**src/rtl/sync_fifo_ram.sv**
```systemverilog
// Single-clock FIFO on an inferred RAM array: registered status flags,
// programmable almost-full/almost-empty thresholds, sticky error flags and flush.
module sync_fifo_ram #(
    parameter int MEM_WIDTH    = 32,
    parameter int MEM_DEPTH    = 8,
    parameter int ADDRESS_SIZE = 3,
    parameter int AF_LEVEL     = 6,
    parameter int AE_LEVEL     = 1
) (
    input  logic                    clk,
    input  logic                    resetn,
    input  logic                    flush,
    input  logic                    w_en,
    input  logic [MEM_WIDTH-1:0]    w_data,
    input  logic                    r_en,
    input  logic                    err_clr,
    output logic [MEM_WIDTH-1:0]    r_data,
    output logic                    r_valid,
    output logic                    full,
    output logic                    empty,
    output logic                    almost_full,
    output logic                    almost_empty,
    output logic [ADDRESS_SIZE:0]   count,
    output logic                    overflow,
    output logic                    underflow
);

    localparam logic [ADDRESS_SIZE-1:0] LAST_ADDR = ADDRESS_SIZE'(MEM_DEPTH - 1);
    localparam logic [ADDRESS_SIZE-1:0] PTR_ONE   = ADDRESS_SIZE'(1);
    localparam logic [ADDRESS_SIZE:0]   CNT_ONE   = (ADDRESS_SIZE + 1)'(1);
    localparam logic [ADDRESS_SIZE:0]   CNT_FULL  = (ADDRESS_SIZE + 1)'(MEM_DEPTH);
    localparam logic [ADDRESS_SIZE:0]   CNT_AF    = (ADDRESS_SIZE + 1)'(AF_LEVEL);
    localparam logic [ADDRESS_SIZE:0]   CNT_AE    = (ADDRESS_SIZE + 1)'(AE_LEVEL);

    if ((2 ** ADDRESS_SIZE) < MEM_DEPTH || MEM_DEPTH < 2 ||
        AF_LEVEL < 1 || AF_LEVEL > MEM_DEPTH ||
        AE_LEVEL < 0 || AE_LEVEL > MEM_DEPTH - 1) begin : g_param_err
        $error("sync_fifo_ram: illegal parameter combination");
    end

    logic [MEM_WIDTH-1:0]    mem [MEM_DEPTH];
    logic [ADDRESS_SIZE-1:0] w_ptr, r_ptr;
    logic [ADDRESS_SIZE:0]   count_next;
    logic                    wr_ok, rd_ok;

    // Acceptance uses the registered flags; flush masks both requests.
    assign wr_ok = w_en && !full  && !flush;
    assign rd_ok = r_en && !empty && !flush;

    always_comb begin
        count_next = count;
        if (flush) begin
            count_next = '0;
        end else begin
            case ({wr_ok, rd_ok})
                2'b10:   count_next = count + CNT_ONE;
                2'b01:   count_next = count - CNT_ONE;
                default: count_next = count;
            endcase
        end
    end

    // Array has no reset so it maps onto plain RAM.
    always_ff @(posedge clk) begin
        if (wr_ok) mem[w_ptr] <= w_data;
    end

    always_ff @(posedge clk or negedge resetn) begin
        if (!resetn) begin
            w_ptr        <= '0;
            r_ptr        <= '0;
            count        <= '0;
            empty        <= 1'b1;
            full         <= 1'b0;
            almost_empty <= 1'b1;
            almost_full  <= 1'b0;
            r_data       <= '0;
            r_valid      <= 1'b0;
        end else begin
            count        <= count_next;
            empty        <= (count_next == '0);
            full         <= (count_next == CNT_FULL);
            almost_empty <= (count_next <= CNT_AE);
            almost_full  <= (count_next >= CNT_AF);
            r_valid      <= rd_ok;
            if (flush) begin
                w_ptr <= '0;
                r_ptr <= '0;
            end else begin
                if (wr_ok) w_ptr <= (w_ptr == LAST_ADDR) ? '0 : w_ptr + PTR_ONE;
                if (rd_ok) begin
                    r_data <= mem[r_ptr];
                    r_ptr  <= (r_ptr == LAST_ADDR) ? '0 : r_ptr + PTR_ONE;
                end
            end
        end
    end

    // Errors are set by the raw requests against the registered flags; set beats clear.
    always_ff @(posedge clk or negedge resetn) begin
        if (!resetn) begin
            overflow  <= 1'b0;
            underflow <= 1'b0;
        end else begin
            if (!flush && w_en && full)       overflow <= 1'b1;
            else if (err_clr)                 overflow <= 1'b0;
            if (!flush && r_en && empty)      underflow <= 1'b1;
            else if (err_clr)                 underflow <= 1'b0;
        end
    end

endmodule

```
**config.mk**
```make
export PLATFORM = sky130hd
export DESIGN_NAME = sync_fifo_ram
export DESIGN_NICKNAME = d
export VERILOG_FILES = /design/src/rtl/sync_fifo_ram.sv
export SDC_FILE = /design/constraint.sdc
export NUM_CORES = 1
export LEC_CHECK = 0
export CORE_MARGIN = 2
export CORE_UTILIZATION = 50
export DETAILED_ROUTE_END_ITERATION = 8
export DONT_BUFFER_PORTS = 1
export PLACE_DENSITY = 0.62
export SLEW_MARGIN = 20
export SYNTH_ARGS = -nofsm -noshare
export SYNTH_HDL_FRONTEND = slang
export SYNTH_SLANG_ARGS = --single-unit
```
**constraint.sdc**
```tcl
create_clock -name clk -period 7.94 [get_ports clk]
set_input_delay 1.588 -clock clk [delete_from_list [all_inputs] [get_ports clk]]
set_output_delay 1.588 -clock clk [all_outputs]
set_load 0.03 [all_outputs]
```
==> results.txt, run 1 <==
Status = completed
Vias in the first global route = 5571
Setup bufs post-CTS = 0
DRC viols = 0
Starting Density = 51.32%
Antenna Cells = 0
Ports = 81
Root Driver = clkbuf_16
Fin Setup TNS = 0 ns
CTS Buffer Depth = 3
Die area = 24620 µm²
Final worst path period share = 44.67%
CP Launch Point = flush
Syn nets = 626
Worst Reg-to-Reg Cells = 10
Fin crit period = 3.547 ns
Largest net degree at the start of global routing = 70
TritonCTS Buffers = 31
DIE HEIGHT = 156.9 µm
Post-Synth XOR/XNOR Area = 0.1499%
# setup viols final = 0
Port Buffers = 0
Gr usage total = 17.22%
Reg2reg setup slack = 4.98 ns
CTS sink count = 305
Share of cells above drive strength 1 = 23.24%
Fmax = 0.2819 GHz
Row count = 55
WP data arrival = 4.00 ns
Yosys cell types = 37
Power per cell area = 277.4 nW/µm²
Worst Path Required = 8.40 ns
Syn Area/Cell = 20.08 µm²
Setup ws final = 4.393 ns
Slew headroom = 31.90%
Dpl ws = 3.810 ns
Hpwl dp = 11930 µm
Area share of fa/ha/maj cells after synthesis = 0.6423%
Largest family of logic cells by synthesized area = multiplexers
Final nets = 643
Antenna violation net count after detailed routing = 0
Hold-fix buffers at CTS = 0
DR iter-0 viols = 344
Pre-antenna DRT Iters = 5
CP Class = primary input to register
Crit Path Max Fanout = 69
RR Endpoint = empty
Max-slew violation count = 0
First-pass GRT wire length = 31870 µm
Setup crit end = empty
Leakage = 4.209 nW
Post-synthesis mux area share = 15.71%
Total wire length = 20420 µm
CTS tree = built
Synth warnings = 0
Post-Syn Instances = 582
Antenna violations before repair = 0
Std-Cell Core Area = 22780 µm²
Syn-to-layout area delta = 12.79%
Seq cells post-synth = 305
Clk slew on worst S/H paths = 0.06 ns
Critical Path Sink Type = register
Max Cap Viol = 0
Die X = 156.9 µm
Hold WS = 0.6387 ns
CP Launch Type = primary input
Synth Area in Simple Gates = 3.511%
Worst skew pair latency = 0.55 ns
Wire per inst = 21.79 µm
Worst hold-check path type = register to register
Final GP Congestion = 0.6787
Via count = 5241
Post-synthesis sequential area ratio = 76.28%
Clock Skews = 0.01238 ns
# H-tree levels = 1
Worst-margin pin slew = 1.019 ns
CTS resizes = 0
Synth Area in Compound Gates = 2.430%
Peak supply drop = 0.1852 mV
Mapped cell area = 11690 µm²
Vias per std cell = 5.593
GR Overflow Total = 0
Worst flop-to-flop path startpoint = empty
RSZ-0062 raised after global routing = no
Final Hold Fails = 0
## how the worst min path moves through the flow
stage                     startpoint       end  slack [ns]  cells after the start
after global routing        w_ptr[0]  w_ptr[0]        0.66                      2
after detailed placement    w_ptr[0]  w_ptr[0]        0.60                      2
after floorplan             w_ptr[0]  w_ptr[0]        0.55                      2
final                       w_ptr[0]  w_ptr[0]        0.64                      2
after CTS                   w_ptr[0]  w_ptr[0]        0.64                      2
after global placement      w_ptr[0]  w_ptr[0]        0.60                      2
## cells in the mapped netlist
library cell | n | area (µm²)
edfxtp_1 | 256 | 7687
mux4_2 | 64 | 1441
nor2_1 | 48 | 180.2
dfrtp_1 | 47 | 1176
a21oi_1 | 38 | 190.2
mux2i_1 | 35 | 350.3
clkbuf_1 | 14 | 52.55
buf_1 | 8 | 30.03
buf_2 | 8 | 40.04
nor3b_1 | 8 | 60.06
nand2_1 | 7 | 26.28
ha_1 | 6 | 75.07
nor3_1 | 6 | 30.03
nand2b_1 | 5 | 31.28
inv_1 | 4 | 15.01
mux2_4 | 3 | 45.04
nor2b_1 | 3 | 18.77
dfstp_2 | 2 | 52.55
nor3b_2 | 2 | 25.02
a2111o_1 | 1 | 11.26
a2111oi_0 | 1 | 8.760
a211o_1 | 1 | 8.760
a21bo_1 | 1 | 10.01
a221oi_2 | 1 | 15.01
a31o_2 | 1 | 8.760
a31oi_1 | 1 | 6.260
and2_1 | 1 | 6.260
buf_6 | 1 | 11.26
nand2_2 | 1 | 6.260
nand3b_1 | 1 | 7.510
nor3b_4 | 1 | 18.77
o2111ai_1 | 1 | 8.760
o21ai_0 | 1 | 5.000
o21ai_1 | 1 | 5.000
o22ai_1 | 1 | 6.260
xnor2_1 | 1 | 8.760
xor2_1 | 1 | 8.760
## metal layers
metal	wire length, µm	up-vias	GRT usage [%]	part of all wire [%]
li1	-	2362	-	-
met1	8381	2704	22.39	41
met2	10250	138	29.03	50
met3	1340	37	4.598	6.6
met4	444	0	4.587	2.2
met5	0	-	0	0
## worst max-delay path, cell delays in order
cell	delay [ns]
nor3b_4	0.16
buf_4	0.58
nand2_2	0.21
xnor2_1	0.22
ha_1	0.18
a21oi_1	0.05
nor2b_1	0.17
mux2_4	0.28
mux2_4	0.34
nor3b_2	0.21
## registers in the layout (all words and copies together) (netlist names)
signal        cells
full              1
almost_full       1
count             4
r_valid           1
w_ptr             3
almost_empty      1
empty             1
mem             256
underflow         1
overflow          1
r_data           32
r_ptr             3
## logic make-up after synthesis
group / after synthesis
fa+ha+maj: 6
compound gates: 49
xor+xnor: 2
flops: 305
buf+inv: 35
mux: 102
simple gates: 83
## metrics by stage
| step | instances | util [%] | power (mW) | cell area [µm²] |
|---|---|---|---|---|
| after floorplan | 582 | - | 2.286 | 11690 |
| after global placement | 872 | 52.98 | 2.345 | 12070 |
| after detailed placement | 876 | 53.35 | 2.353 | 12150 |
| after CTS | 934 | 57.55 | 3.703 | 13110 |
| after global routing | 937 | 57.88 | 3.805 | 13180 |
| final | 937 | 57.88 | 3.658 | 13180 |
## power breakdown
part | switching (mW) | leakage (nW) | internal, mW
clock | 0.567 | 0.472 | 0.780
sequential | 0.242 | 2.88 | 1.84
combinational | 0.111 | 0.858 | 0.117
## layout by cell type (no fill, tap or decap), drive strengths merged, types with 8 or more instances in the layout
master  instances
mux4           64
clkbuf         44
nor2           48
edfxtp        256
mux2i          35
nand2           8
clkinv         11
a21oi          38
dfrtp          47
nor3b          11
buf            15
## cell type report
| class | count | area, µm² |
|---|---|---|
| multi-input cells | 242 | 2679 |
| inverters | 4 | 15.01 |
| well taps | 313 | 391.6 |
| repair buffers | 15 | 220.2 |
| clock inverters | 14 | 101.3 |
| clock buffers | 44 | 854.6 |
| flip-flops and latches | 305 | 8922 |
| fillers | 1660 | 9594 |
Note: power is estimated with default switching activity, not from simulation.
==> inputs of run 2 (changes only) <==
- clock period: 7.94 -> 3.63 ns (I/O delays scaled with it)
==> run 2 against run 1 <==
  * Sequential share of layout area rose by 0.13 points
  * Combinational power rose by 120%
  * Worst setup slack got worse by 3.5 ns
  * Largest cell class unchanged
==> results.txt, run 2 (same netlist as run 1, synthesis figures left out) <==
GR Overflow Total = 0
WP buf/inv = 1
Worst Reg-to-Reg Cells = 7
Root Driver = clkbuf_16
Die X = 156.9 µm
Sequential power share = 56.8%
# fillers = 1683
Fin Setup TNS = 0 ns
CTS sink count = 305
Peak supply drop = 0.3934 mV
Max FFs per register = 256
CTS Buffer Depth = 3
Biggest register = mem
Ports = 81
Setup bufs post-CTS = 0
Worst skew pair latency = 0.54 ns
Leakage = 4.201 nW
Antenna violation net count after detailed routing = 0
Switching share of power = 24.86%
Dpl cell area = 12170 µm²
Clock Skews = 0.008393 ns
Vias in the first global route = 5737
Final GP Congestion = 0.7669
# setup viols final = 0
Worst Path Required = 4.05 ns
DIE HEIGHT = 156.9 µm
Antenna violations before repair = 0
Wire length on met3 = 1092 µm
Worst hold-check path type = primary input to asynchronous set/reset pin
Via count = 5281
Fmax = 0.3689 GHz
Reg2reg setup slack = 0.92 ns
Port Buffers = 0
Top layer in use = met4
RSZ-0062 raised after global routing = no
Antenna Cells = 0
CP Launch Type = register
Commonest non-fill, non-tap cells in the layout = edfxtp_1, mux4_2, dfrtp_1
Critical-path cell with the highest stage delay = dfrtp_1
Commonest non-fill, non-tap cell in the layout = edfxtp_1
Total Power = 8.036 mW
Share of cells above drive strength 1 = 23.32%
Setup crit end = almost_full
CTS resizes = 0
Crit Path Max Fanout = 10
Starting Density = 51.32%
Largest regs = mem (256), r_data (32), count (4)
Gr usage total = 18.02%
First-pass GRT wire length = 33260 µm
Final Hold Fails = 0
# H-tree levels = 1
DRC viols = 0
Max Cap Viol = 0
Worst flop-to-flop path startpoint = full
TritonCTS Buffers = 30
Syn-to-layout area delta = 12.58%
Power per cell area = 610.7 nW/µm²
Hpwl dp = 12480 µm
Clock share of power = 36.9%
Row count = 55
NetSw = 1.997 mW
Std-Cell Core Area = 22780 µm²
Worst-margin pin slew = 0.8205 ns
P_int = 6.039 mW
CTS tree = built
CP cell instances = nor3b_1 > inv_1 > ha_1 > a2111oi_0 > mux2_4 > a221oi_2 > a21bo_1
Fin crit period = 2.711 ns
Pre-antenna DRT Iters = 5
Total wire length = 21270 µm
Final nets = 646
Fin area = 13160 µm²
Slew headroom = 45.30%
Wire per inst = 22.65 µm
DR iter-0 viols = 426
Worst stage delay on the critical path = 0.51 ns
Final worst path period share = 74.68%
Status = completed
Stages on the worst setup path = 7
Logic gate share of total power = 6.3%
Met2 WL = 10650 µm
CP Launch Point = full
Top cell family by delay on the critical path = compound AO/OA/AOI/OAI gates
CP Class = register to register
Final Core Density = 57.77%
RR Endpoint = almost_full
M1 wire length = 9056 µm
Die area = 24620 µm²
Critical Path Sink Type = register
Largest net degree at the start of global routing = 69
Clk slew on worst S/H paths = 0.06 ns
WP data arrival = 3.13 ns
Vias per std cell = 5.624
Max-slew violation count = 0
run 2: metrics by stage:
| stage | instances | hold slack, ns | setup slack (ns) |
|---|---|---|---|
| 2_1_floorplan | 582 | 0.4304 | 0.5224 |
| 3_3_place_gp | 882 | 0.4318 | 0.8283 |
| 3_5_place_dp | 882 | 0.4317 | 0.7435 |
| 4_1_cts | 939 | 0.008038 | 0.8999 |
| 5_1_grt | 939 | 0.006910 | 0.6867 |
| 6_report | 939 | 0.03043 | 0.9189 |
run 2: power by group through the flow:
stage	Sequential [mW]	Combinational [mW]	Clock, mW
2_1_floorplan	4.56	0.437	0
6_report	4.57	0.504	2.97
3_5_place_dp	4.65	0.498	0
4_1_cts	4.57	0.518	3.03
3_3_place_gp	4.64	0.485	0
5_1_grt	4.60	0.576	3.17
run 2: final cells by class:
type                            count  area, µm²  area share [%]
Clock buffer                       47      895.9           6.808
Multi-Input combinational cell    242       2691           20.45
Inverter                            4      15.01          0.1141
Clock inverter                      9      67.56          0.5135
Sequential cell                   305       8922           67.80
Timing Repair Buffer               19      175.2           1.331
Tap cell                          313      391.6           2.976
run 2: worst min path at each step:
stage	startpoint	endpoint	slack (ns)	cells past startpoint
2_1_floorplan	resetn	almost_full	0.43	0
3_3_place_gp	resetn	almost_full	0.43	0
3_5_place_dp	resetn	count[2]	0.43	0
4_1_cts	resetn	almost_empty	0.008	0
5_1_grt	resetn	almost_empty	0.007	0
6_report	resetn	almost_empty	0.03	0
run 2: routing by layer:
metal	vias up	global-route usage, %
met1	2742	24.52
met3	35	3.552
li1	2372	-
met2	132	30.43
met4	0	4.281
met5	-	0
run 2: repair_timing:
| action | 4_1_cts | 5_1_grt |
|---|---|---|
| endpoints found under the hold margin | 47 | 0 |
| hold buffers | 1 | 0 |
| endpoints found under the setup margin | 0 | 0 |
==> inputs of run 3 (changes only) <==
- clock period: 3.63 -> 2.5 ns (I/O delays scaled with it)
==> run 3 against run 2 <==
  * First-iteration DRC count fell by 14%
  * Cell count increased by 2.0%
  * Largest cell class unchanged
  * Final area increased by 2.5%
  * Global-route usage rose by 0.55 points
  * Die area unchanged
  * Critical path depth did not move
  * Non-clock buffer count is 14 higher
  * Flip-flop and latch count is the same
  * Clock skew is 0.00067 ns lower
  * Critical path type unchanged
==> results.txt, run 3 (same netlist as run 1, synthesis figures left out) <==
Port Buffers = 0
Antenna Cells = 0
DR iter-0 viols = 366
Met2 Use GR = 30.37%
Via count = 5425
CTS Buffer Depth = 3
DIE HEIGHT = 156.9 µm
Setup bufs post-CTS = 0
GRT met1 Usage = 25.12%
WP data arrival = 2.60 ns
Worst hold-check path type = primary input to register
Pre-antenna DRT Iters = 4
Worst Reg-to-Reg Cells = 7
Max FFs per register = 256
Reg2reg setup slack = 0.28 ns
Commonest non-fill, non-tap cells in the layout = edfxtp_1, mux4_2, dfrtp_1
CP Launch Type = register
Gr usage total = 18.58%
# setup viols final = 0
GR Overflow Total = 0
CTS sink count = 305
Peak supply drop = 0.6988 mV
Hpwl dp = 12440 µm
Worst flop-to-flop path startpoint = full
Final worst path period share = 88.72%
# fillers = 1682
First-pass GRT wire length = 34050 µm
Vias in the first global route = 5871
Max Cap Viol = 0
Final Hold Fails = 0
Power per cell area = 913.5 nW/µm²
Crit Path Max Fanout = 6
Root Driver = clkbuf_16
Hold EP = r_ptr[1]
Antenna violation net count after detailed routing = 0
Total wire length = 21760 µm
Critical Path Sink Type = register
GR Util met3 = 4.708%
Fmax = 0.4509 GHz
Slew headroom = 60.17%
Fin crit period = 2.218 ns
Std-Cell Core Area = 22780 µm²
Fin Setup TNS = 0 ns
Row count = 55
Total Power = 12.33 mW
TritonCTS Buffers = 34
Ports = 81
Commonest non-fill, non-tap cell in the layout = edfxtp_1
Hold Startpoint = flush
CTS tree = built
Die X = 156.9 µm
GR peak layer = met2
Wire per inst = 22.71 µm
Final nets = 664
DRC viols = 0
Status = completed
Leakage = 4.363 nW
Worst skew pair latency = 0.49 ns
Die area = 24620 µm²
Worst Path Required = 2.88 ns
RR Endpoint = almost_full
Syn-to-layout area delta = 15.45%
Max-slew violation count = 0
Vias per std cell = 5.663
Hold-critical path depth = 1
CP Class = register to register
Clk slew on worst S/H paths = 0.05 ns
Largest regs = mem (256), r_data (32), count (4)
# H-tree levels = 2
Worst-margin pin slew = 0.5975 ns
Starting Density = 51.32%
Antenna violations before repair = 0
Final GP Congestion = 0.7448
Clock Skews = 0.007724 ns
Largest net degree at the start of global routing = 50
Biggest register = mem
RSZ-0062 raised after global routing = no
Share of cells above drive strength 1 = 26.05%
## run 3: changes by cell type in the layout (fill, tap and decap cells not counted), moves of 2 or more
cell / change
bufinv_16: +3
buf_12: +5
clkinv_1: -2
clkbuf_8: -4
clkbuf_16: +4
clkinv_2: +2
buf_4: +8
clkinvlp_4: +2
## run 3: stage by stage
stage	worst slack, ns	area (µm²)	util [%]	hold slack, ns	instances
after detailed placement	0.09185	12330	54.12	0.2060	895
final	0.2821	13490	59.24	0.07049	958
after floorplan	-0.3816	11700	-	0.2044	582
after global placement	0.1746	12330	54.12	0.2060	895
after CTS	0.1619	13490	59.22	0.04662	958
after global routing	0.1053	13490	59.24	0.05278	958
## run 3: where the power goes
part	internal [mW]	total, mW	switching (mW)	leakage (nW)
Combinational	0.404	0.816	0.412	0.940
Clock	3.05	4.93	1.88	0.544
Sequential	5.84	6.58	0.737	2.88
## run 3: layer usage
layer,share of wire (%),up-vias
met2,51,128
met5,0,-
met3,7.2,34
met4,1.7,0
li1,-,2410
met1,41,2853
## run 3: what timing repair did
action	CTS	global route
hold endpoints to repair	49	0
resized for setup	0	1
hold buffers	2	0
endpoints found under the setup margin	0	4
## run 3: critical path: stages, from the launching register on
cell and delay [ns]:
dfrtp_1 0.42, nor3b_2 0.25, inv_1 0.07, ha_1 0.38
a2111oi_0 0.10, mux2_4 0.31, a221oi_2 0.35, a21bo_1 0.24
## run 3: final cells by class
cell class / instances / area, µm² / share of cell area [%]
inverter: 4 / 15.01 / 0.1113
clock inverter: 15 / 186.4 / 1.382
tap: 313 / 391.6 / 2.902
multi-input combinational: 242 / 2696 / 19.98
clock buffer: 46 / 937.1 / 6.945
timing repair buffer: 33 / 345.3 / 2.559
sequential: 305 / 8922 / 66.12
## run 3: worst max path at each step
stage          start           to  slack, ns  cells past startpoint
3_3_place_gp   flush  almost_full       0.17                      7
3_5_place_dp   flush  almost_full       0.09                      7
2_1_floorplan  flush    mem[4][0]      -0.38                      4
4_1_cts         full  almost_full       0.16                      7
6_report        full  almost_full       0.28                      7
5_1_grt         full  almost_full       0.11                      7
